File: config.mk
export PLATFORM = sky130hd
export DESIGN_NAME = pc_unit
export DESIGN_NICKNAME = d
export VERILOG_FILES = /design/src/rtl/pc_unit.sv
export SDC_FILE = /design/constraint.sdc
export NUM_CORES = 1
export LEC_CHECK = 0
export CAP_MARGIN = 20
export CORE_MARGIN = 8
export CORE_UTILIZATION = 48
export DETAILED_ROUTE_END_ITERATION = 8
export PLACE_DENSITY = 0.92
export SYNTH_ARGS = -nofsm -noshare
export SYNTH_HDL_FRONTEND = slang
export SYNTH_SLANG_ARGS = --single-unit
File: constraint.sdc
create_clock -name Clk -period 4.7 [get_ports Clk]
set_input_delay 0.94 -clock Clk [delete_from_list [all_inputs] [get_ports Clk]]
set_output_delay 0.94 -clock Clk [all_outputs]
set_load 0.01 [all_outputs]
File: src/rtl/pc_unit.sv
// Fetch-stage program counter: next-PC selection with CP0 redirects overriding stalls,
// instruction-address fault flag, one-fetch redirect marker and fetch/stall counters.
module pc_unit #(
    parameter int unsigned        ADDR_W   = 32,
    parameter int unsigned        CNT_W    = 32,
    parameter logic [ADDR_W-1:0]  RESET_PC = ADDR_W'(32'h0000_3000),
    parameter logic [ADDR_W-1:0]  EXC_PC   = ADDR_W'(32'h0000_4180),
    parameter logic [ADDR_W-1:0]  IMEM_LO  = ADDR_W'(32'h0000_3000),
    parameter logic [ADDR_W-1:0]  IMEM_HI  = ADDR_W'(32'h0000_6ffc)
) (
    input  logic              Clk,
    input  logic              Reset,
    input  logic              En,
    input  logic [1:0]        PCsrc,
    input  logic              Branch,
    input  logic [ADDR_W-1:0] NPC,
    input  logic [ADDR_W-1:0] j_r,
    input  logic              Req,
    input  logic              Eret,
    input  logic [ADDR_W-1:0] EPC,
    output logic [ADDR_W-1:0] PC,
    output logic [ADDR_W-1:0] PC4,
    output logic              ExcAdEL,
    output logic              Redir,
    output logic [1:0]        State,
    output logic [CNT_W-1:0]  FetchCnt,
    output logic [CNT_W-1:0]  StallCnt
);

    typedef enum logic [1:0] {
        ST_RUN   = 2'b00,
        ST_STALL = 2'b01,
        ST_REDIR = 2'b10
    } state_e;

    state_e              state_q, state_d;
    logic [ADDR_W-1:0]   pc_q, pc_d;
    logic [CNT_W-1:0]    fetch_cnt_q, fetch_cnt_d;
    logic [CNT_W-1:0]    stall_cnt_q, stall_cnt_d;
    logic                redirect;
    logic                load;
    logic [ADDR_W-1:0]   pc_plus4;

    assign redirect = Req | Eret;
    assign load     = redirect | En;
    assign pc_plus4 = pc_q + ADDR_W'(4);

    // Next-PC selection: redirects beat the stall, Req beats Eret.
    always_comb begin
        pc_d = pc_q;
        if (Req) begin
            pc_d = EXC_PC;
        end else if (Eret) begin
            pc_d = EPC;
        end else if (En) begin
            case (PCsrc)
                2'b00:   pc_d = pc_plus4;
                2'b01:   pc_d = NPC;
                2'b10:   pc_d = j_r;
                2'b11:   pc_d = Branch ? NPC : pc_plus4;
                default: pc_d = pc_plus4;
            endcase
        end
    end

    always_comb begin
        fetch_cnt_d = fetch_cnt_q;
        stall_cnt_d = stall_cnt_q;
        if (load) begin
            fetch_cnt_d = fetch_cnt_q + CNT_W'(1);
        end else begin
            stall_cnt_d = stall_cnt_q + CNT_W'(1);
        end
    end

    always_ff @(posedge Clk or posedge Reset) begin
        if (Reset) begin
            pc_q        <= RESET_PC;
            fetch_cnt_q <= '0;
            stall_cnt_q <= '0;
        end else begin
            pc_q        <= pc_d;
            fetch_cnt_q <= fetch_cnt_d;
            stall_cnt_q <= stall_cnt_d;
        end
    end

    // FSM state register.
    always_ff @(posedge Clk or posedge Reset) begin
        if (Reset) begin
            state_q <= ST_RUN;
        end else begin
            state_q <= state_d;
        end
    end

    // FSM next state: redirect first, then stall, otherwise run.
    always_comb begin
        state_d = ST_RUN;
        if (redirect) begin
            state_d = ST_REDIR;
        end else if (!En) begin
            state_d = ST_STALL;
        end
    end

    // FSM outputs.
    always_comb begin
        Redir = 1'b0;
        State = state_q;
        if (state_q == ST_REDIR) begin
            Redir = 1'b1;
        end
    end

    assign PC       = pc_q;
    assign PC4      = pc_plus4;
    assign FetchCnt = fetch_cnt_q;
    assign StallCnt = stall_cnt_q;
    assign ExcAdEL  = (pc_q[1:0] != 2'b00) || (pc_q < IMEM_LO) || (pc_q > IMEM_HI);

endmodule

==> results.yml, run 1 <==
detailed_routing:
  final_antenna_net_count: 0
  drtIter0Drc: 662
  routedWlPerCell_microns: 21.3
  vias: 6131
  firstDrtPassIters: 5
  drc: 0
  vias_per_cell: 6.12
  totalWireLength_microns: 21400
sta:
  max_freq_mhz: 258
  max-slew-margin-rel_pct: 37.0
  hold_violations: 0
  rsz0062_at_grt: "no"
  finalMaxSlewViolations: 0
  setup-violations-final: 0
  fin_crit_sh_pct: 82.5
  finClkSkew_ns: 0.00937
  totalNegativeSetupSlack_ns: 0
  post-route-min-period_ns: 3.88
  worst_slew_pin_slew_ns: 0.939
logic_synthesis:
  synth_seq_area_share_pct: 42.0
  yosysWarnings: 0
  synth.distinct_cells: 61
  synth_edf_count: 0
  syn_area_per_cell_sq_um: 9.30
  synth-main-ff-cell: "dfrtp_1"
  synthCells: 629
  syn_area_sq_um: 5850
  synth_fp_nets: 736
  async_flop_share_pct: 100
  ys_ff_latch: 98
place:
  port_buffers: 235
  place_hpwl_microns: 16400
  gp_congestion: 0.931
  dpl.cell_count: 985
layout:
  layoutNonFillerInstCount: 1002
  num-nets-final: 956
  post-route-util_pct: 72.0
  final_cell_mix: "clkdlybuf4s50_1, dfrtp_1, xnor2_1, nand2_1, nor2_1"
  final_common_cell: "clkdlybuf4s50_1"
  synthToLayoutAreaGrowth_pct: 47.2
  drive_above_1_share_pct: 5.74
die:
  dieArea_sq_um: 16000
  core_area_sq_um: 12000
  num_rows: 40
  start_util_pct: 48.9
  die_w_microns: 126
  dieHeight_microns: 126
  io_pins: 236
power_and_ir_drop:
  p_leak_uw: 0.00346
  power_uw: 2500
  ir_worst_vdd_mv: 0.164
  power_density_nw_per_um2: 291
clock_tree:
  cts_buffer_depth: 2
  cts_hold_buffers: 0
  cts_resized: 0
  cts_setup_buffers: 0
  cts.reportedPaths.clkPinSlew_ns: 0.08
  cts_tree: "built"
  clk-insertion-delay-late_ns: 0.35
  clock_sinks: 98
  h-tree-depth: 3
  cts_buffers: 9
  root_buffer: "clkbuf_16"
min_path:
  hp-class: "reg -> reg"
global_route:
  grt_overflow_total: 0
  grt_pass1_wl_microns: 33200
  grt_start_max_net_pins: 58
  grt_pass1_vias: 6159
  grtUsageTotal_pct: 26.0
  antenna_found_initial: 1
setup_path:
  critPathKind: "reg -> out"
  cp.required_ns: 3.76
  startpoint_type: "flop"
  worstPathMaxFanout: 8
  end_kind: "primary output"
  cp.arrival_ns: 2.94
outcome:
  status: "finished clean"
job:
  drv_cap: 0
==> kinds of logic after synthesis <==
| logic type | synth area share [%] |
|---|---|
| fa+ha+maj | 0.642 |
| simple gates | 22.1 |
| mux | 0.342 |
| compound gates | 17.3 |
| xor+xnor | 13.8 |
| flops | 42.0 |
| buf+inv | 3.87 |
==> layout make-up <==
type | count | area (sq um)
diodes | 1 | 2.50
clock buffers | 9 | 225
clock inverters | 7 | 86.3
fillers | 864 | 3350
inverters | 17 | 71.3
multi-input cells | 479 | 3170
flip-flops and latches | 98 | 2450
well taps | 147 | 184
repair buffers | 244 | 2410
==> state kept, by name, summed over array words and instances (netlist names) <==
signal and flops:
FetchCnt 32, PC 32, StallCnt 32, State 2
==> power breakdown <==
| group | internal (uW) | leakage (uW) | switching (uW) | total, uW |
|---|---|---|---|---|
| sequential | 919 | 0.00129 | 125 | 1040 |
| combinational | 365 | 0.00202 | 309 | 674 |
| clock | 424 | 0.000144 | 359 | 783 |
==> critical path, stage by stage (launching register included) <==
cell	delay [ns]
dfrtp_1	0.42
ha_1	0.27
nand4_1	0.34
nor3_4	0.49
nand4_1	0.22
xnor2_1	0.27
clkdlybuf4s50_1	0.58
==> metal layers <==
layer / GRT usage, % / vias to the layer above / wire, microns
met3: 8.71 / 69 / 2520
met1: 29.5 / 2872 / 7940
met2: 42.8 / 429 / 10100
li1: - / 2761 / -
met5: 0 / - / 0
met4: 13.0 / 0 / 826
==> cell usage after synthesis, types with 4 or more instances <==
master / instances / area share, %
dfrtp_1: 96 / 41
xnor2_1: 72 / 11
nand2_1: 68 / 4.4
nor2_1: 42 / 2.7
nand3_1: 34 / 2.9
nand4_1: 30 / 3.2
clkbuf_1: 26 / 1.7
a21oi_1: 23 / 2.0
o21ai_0: 22 / 1.9
xor2_1: 18 / 2.7
inv_1: 16 / 1.0
nor3_1: 14 / 1.2
and3_1: 11 / 1.2
a32oi_1: 10 / 1.5
a211oi_1: 9 / 1.2
a221o_1: 9 / 1.5
a221oi_1: 9 / 1.3
nor4_1: 9 / 0.96
and4_1: 8 / 1.2
o2bb2ai_1: 7 / 1.0
o211ai_1: 6 / 0.77
o22ai_1: 6 / 0.64
a31oi_1: 5 / 0.53
nand2b_1: 5 / 0.53
a211o_1: 4 / 0.60
a22o_1: 4 / 0.60
a31o_2: 4 / 0.60
==> final timing paths <==
| kind | endpoint | slack [ns] | depth (start not counted) | startpoint |
|---|---|---|---|---|
| worst max-delay path | PC4[30] | 0.82 | 6 | PC[3] |
| worst min-delay path | StallCnt[31] | 0.48 | 1 | StallCnt[31] |
| worst max register to register | PC[22] | 2.37 | 6 | PC[3] |
| worst min register to register | StallCnt[31] | 0.48 | 1 | StallCnt[31] |
| max in group asynchronous | FetchCnt[4] | 2.98 | 3 | Reset |
| min in group asynchronous | StallCnt[15] | 0.87 | 2 | Reset |
==> through the flow <==
step                area [sq um]  setup WS [ns]  hold WS, ns
CTS                         8610          0.870        0.473
global route                8610          0.640        0.491
floorplan                   5850           1.20        0.507
detailed placement          8300           1.26        0.464
global placement            8300           1.27        0.460
finish                      8610          0.822        0.479
No activity file was read; power rests on OpenSTA's default activity.
==> run 2: changes to the inputs <==
Settings changed: CORE_UTILIZATION 48 to 40, PLACE_DENSITY 0.92 to 0.82.
Clock period 4.7 ns to 3.4 ns, I/O delays scaled along.
==> run 2 against run 1 <==
Via count shrank 2.1%. Total power grew 38%. Clock power grew 37%. Non-clock buffer count grew 18. Hold slack lost 0.0049 ns. Combinational power grew 41%. First-iteration DRC count shrank 6.6%. Clock-buffer cell count is the same. Sequential power grew 38%. Final cell count grew 5.4%. Largest power group unchanged. Highest routed layer unchanged.
==> results.yml, run 2 (same netlist as run 1, synthesis figures left out) <==
clock_tree:
  clk-insertion-delay-late_ns: 0.34
  cts.reportedPaths.clkPinSlew_ns: 0.07
  cts_buffers: 9
  cts_buffer_depth: 2
  cts_tree: "built"
  h-tree-depth: 3
  clock_sinks: 98
  root_buffer: "clkbuf_16"
die:
  dieHeight_microns: 137
  die_w_microns: 137
  num_rows: 44
  io_pins: 236
  start_util_pct: 40.6
  dieArea_sq_um: 18700
  core_area_sq_um: 14400
setup_path:
  cp.arrival_ns: 2.60
  worstPathMaxFanout: 5
  cp-startpoint: "PC[2]"
  startpoint_type: "flop"
  cp.required_ns: 2.72
  end_kind: "primary output"
  critPathKind: "reg -> out"
  r2r_start: "FetchCnt[3]"
power_and_ir_drop:
  power_uw: 3460
  p_leak_uw: 0.00355
  power_frac_clock_pct: 31.0
  power_density_nw_per_um2: 393
  p_seq_share_pct: 41.5
  internal-power_uw: 2380
  power.switching_uw: 1090
  comb_power_share_pct: 27.5
  ir_worst_vdd_mv: 0.278
  p_sw_share_pct: 31.4
global_route:
  antenna_found_initial: 0
  grt_pass1_wl_microns: 33300
  grt.busiest_layer: "met2"
  grt_start_max_net_pins: 49
  grtUsageTotal_pct: 22.8
  globalRouteMet1Util_pct: 27.2
  grt_pass1_vias: 6002
  grt_overflow_total: 0
  grt_use_met3_pct: 7.78
  use_met2_pct: 37.2
detailed_routing:
  drc: 0
  vias: 6003
  routedWlPerCell_microns: 20.5
  final_antenna_net_count: 0
  firstDrtPassIters: 7
  totalWireLength_microns: 21700
  vias_per_cell: 5.68
  drtIter0Drc: 618
sta:
  max_freq_mhz: 305
  max-slew-margin-rel_pct: 62.5
  fin_ws_ns: 0.121
  finClkSkew_ns: 0.00833
  hold_violations: 0
  setup-violations-final: 0
  finalMaxSlewViolations: 0
  whs_ns: 0.474
  fin_crit_sh_pct: 96.5
  worst_slew_pin_slew_ns: 0.557
  post-route-min-period_ns: 3.28
layout:
  drive_above_1_share_pct: 8.37
  synthToLayoutAreaGrowth_pct: 50.8
  diodes: 0
  post-route-util_pct: 61.2
  layoutNonFillerInstCount: 1056
  final_cell_mix: "clkdlybuf4s50_1, dfrtp_1, xnor2_1, nand2_1, nor2_1"
  num-nets-final: 974
  final_common_cell: "clkdlybuf4s50_1"
outcome:
  status: "finished clean"
min_path:
  hp-class: "reg -> reg"
  hold_start: "StallCnt[31]"
place:
  place_hpwl_microns: 16800
  port_buffers: 235
  dpl.cell_count: 1037
  gp_congestion: 0.922
  place_ws_ns: 0.284
job:
  drv_cap: 0
[run 2: area by class of cell]
| cell class | count | area [sq um] |
|---|---|---|
| multi-input combinational | 479 | 3190 |
| clock inverter | 7 | 85.1 |
| inverter | 17 | 71.3 |
| sequential | 98 | 2460 |
| timing repair buffer | 262 | 2560 |
| tap | 184 | 230 |
| fill | 1238 | 5600 |
| clock buffer | 9 | 225 |
[run 2: layer usage]
| metal | wire length [microns] | share of wire (%) |
|---|---|---|
| met5 | 0 | 0 |
| met1 | 8390 | 39 |
| met3 | 2370 | 11 |
| met2 | 10200 | 47 |
| met4 | 689 | 3.2 |
[run 2: timing repair]
| action | in CTS | in global routing |
|---|---|---|
| pin swaps | 2 | 3 |
| endpoints found under the setup margin | 10 | 10 |
| resized for setup | 0 | 6 |
| setup buffers | 1 | 2 |
| hold buffers | 0 | 0 |
[run 2: through the flow]
| step | cell area [sq um] | TNS, ns |
|---|---|---|
| finish | 8820 | 0 |
| floorplan | 5850 | 0 |
| global route | 8820 | -0.0522 |
| detailed placement | 8470 | 0 |
| CTS | 8780 | 0 |
| global placement | 8470 | 0 |
[run 2: critical path, stage by stage, from the launching register on]
cell             delay (ns)
dfrtp_1                0.43
ha_2                   0.26
nand4_1                0.18
nor3_4                 0.24
buf_4                  0.19
nand4_1                0.13
xnor2_1                0.23
clkdlybuf4s50_1        0.59
[run 2: final timing paths]
| kind | endpoint | slack (ns) | cells past startpoint |
|---|---|---|---|
| min in group asynchronous | StallCnt[18] | 0.66 | 2 |
| max in group asynchronous | PC[12] | 2.11 | 3 |
| min reg2reg | StallCnt[31] | 0.47 | 1 |
| min | StallCnt[31] | 0.47 | 1 |
| max | PC4[20] | 0.12 | 7 |
| max reg2reg | FetchCnt[21] | 1.35 | 5 |
[run 2: power groups by stage]
stage	Sequential, uW	Combinational [uW]	Clock, uW
2_1_floorplan	1460	375	0
3_3_place_gp	1450	943	0
3_5_place_dp	1460	952	0
4_1_cts	1430	957	1100
5_1_grt	1460	1030	1150
6_report	1440	951	1070
==> run 3: changes to the inputs <==
Settings changed: SETUP_SLACK_MARGIN set to 0.3.
==> run 3 against run 2 <==
Final cell count increased by 0.95%. Non-clock buffer count rose by 10. Register-to-register slack got worse by 0.05 ns. Clock skew about the same. Largest power group unchanged.
==> results.yml, run 3 (same netlist as run 1, synthesis figures left out) <==
outcome:
  status: "finished clean"
die:
  num_rows: 44
  core_area_sq_um: 14400
  die_w_microns: 137
  dieHeight_microns: 137
  dieArea_sq_um: 18700
  io_pins: 236
  start_util_pct: 40.6
detailed_routing:
  drtIter0Drc: 473
  vias_per_cell: 5.70
  vias: 6081
  totalWireLength_microns: 22000
  drc: 0
  final_antenna_net_count: 0
  routedWlPerCell_microns: 20.7
  firstDrtPassIters: 7
power_and_ir_drop:
  p_leak_uw: 0.00372
  power_density_nw_per_um2: 381
  ir_worst_vdd_mv: 0.241
setup_path:
  critPathKind: "reg -> out"
  slowest_delay_ns: 0.55
  path_cells: "nand4_1 > nor4_4 > buf_6 > nand3_1 > xnor2_1 > clkdlybuf4s50_1"
  critical_path_buf_inv_count: 2
  startpoint_type: "flop"
  worstPathMaxFanout: 7
  cp_top_family: "buffers and inverters"
  end_kind: "primary output"
  r2r_start: "FetchCnt[3]"
  cp_slowest_cell: "clkdlybuf4s50_1"
  r2r_cells: 5
  cp.arrival_ns: 2.39
  cp.required_ns: 2.72
  r2r-end: "FetchCnt[21]"
  r2r_slack_ns: 1.30
clock_tree:
  cts.reportedPaths.clkPinSlew_ns: 0.07
  clk-insertion-delay-late_ns: 0.35
  cts_hold_buffers: 0
  clock_sinks: 98
  cts_buffer_depth: 2
  cts_buffers: 9
  h-tree-depth: 3
  root_buffer: "clkbuf_16"
  cts_tree: "built"
place:
  gp_congestion: 0.919
  place_area_sq_um: 8480
  port_buffers: 235
  place_ws_ns: 0.388
  place_hpwl_microns: 16800
sta:
  setup-violations-final: 0
  post-route-min-period_ns: 3.07
  fin_crit_sh_pct: 90.4
  totalNegativeSetupSlack_ns: 0
  worst_slew_pin_slew_ns: 0.668
  max_freq_mhz: 326
  finalMaxSlewViolations: 0
  rsz0062_at_grt: "yes"
  fin_ws_ns: 0.328
  hold_violations: 0
  max-slew-margin-rel_pct: 55.3
  finClkSkew_ns: 0.00804
global_route:
  grt_pass1_wl_microns: 33900
  grt_start_max_net_pins: 99
  grt_overflow_total: 0
  grtUsageTotal_pct: 23.2
  antenna_found_initial: 0
  grt_pass1_vias: 6258
job:
  drv_cap: 0
min_path:
  holdPathStages: 1
  hp-class: "reg -> reg"
  min_to: "FetchCnt[31]"
  hold_start: "FetchCnt[31]"
layout:
  final_common_cell: "clkdlybuf4s50_1"
  final_cell_mix: "clkdlybuf4s50_1, dfrtp_1, xnor2_1, nand2_1, nor2_1"
  synthToLayoutAreaGrowth_pct: 52.5
  postLayoutCellArea_sq_um: 8920
  num-nets-final: 984
  drive_above_1_share_pct: 10.2
  diodes: 0
## run 3: metal layers
layer | part of all wire (%) | track usage, % | vias to the layer above
li1 | - | - | 2817
met4 | 2.5 | 8.99 | 0
met2 | 48 | 38.9 | 314
met3 | 11 | 8.37 | 45
met5 | 0 | 0 | -
met1 | 39 | 26.3 | 2905
## run 3: repair_timing
| item | CTS | global route |
|---|---|---|
| gates cloned | 0 | 0 |
| buffers inserted | 9 | 2 |
| setup endpoints to repair | 24 | 15 |
| gates resized for setup | 21 | 12 |
| pin swaps | 4 | 2 |
## run 3: power by group
group,leakage [uW],total (uW),internal (uW),switching [uW]
Clock,0.000137,1000,525,480
Combinational,0.00229,959,521,438
Sequential,0.00129,1440,1270,164
Total,0.00372,3400,2320,1080
## run 3: how the worst max path moves through the flow
stage	endpoint	depth (start not counted)	slack (ns)	start
finish	PC4[19]	6	0.33	PC[5]
global route	PC4[17]	6	0.21	PC[9]
CTS	PC4[24]	6	0.25	PC[12]
detailed placement	PC4[30]	6	0.39	PC[2]
global placement	PC4[30]	6	0.45	PC[2]
floorplan	PC4[28]	5	1.02	PC[3]
## run 3: through the flow
stage / total power [uW] / hold WS (ns) / util [%] / cells
final: 3400 / 0.472 / 61.9 / 1066
after global routing: 3570 / 0.497 / 61.9 / 1066
after CTS: 3430 / 0.480 / 61.5 / 1064
after detailed placement: 2410 / 0.471 / 58.8 / 1039
after global placement: 2400 / 0.461 / 58.8 / 1039
after floorplan: 1840 / 0.507 / - / 629
## run 3: area by class of cell
class	instances	area, sq um
inverters	17	72.6
flip-flops and latches	98	2460
clock inverters	6	48.8
repair buffers	272	2660
multi-input cells	479	3210
fillers	1245	5500
well taps	184	230
clock buffers	10	239
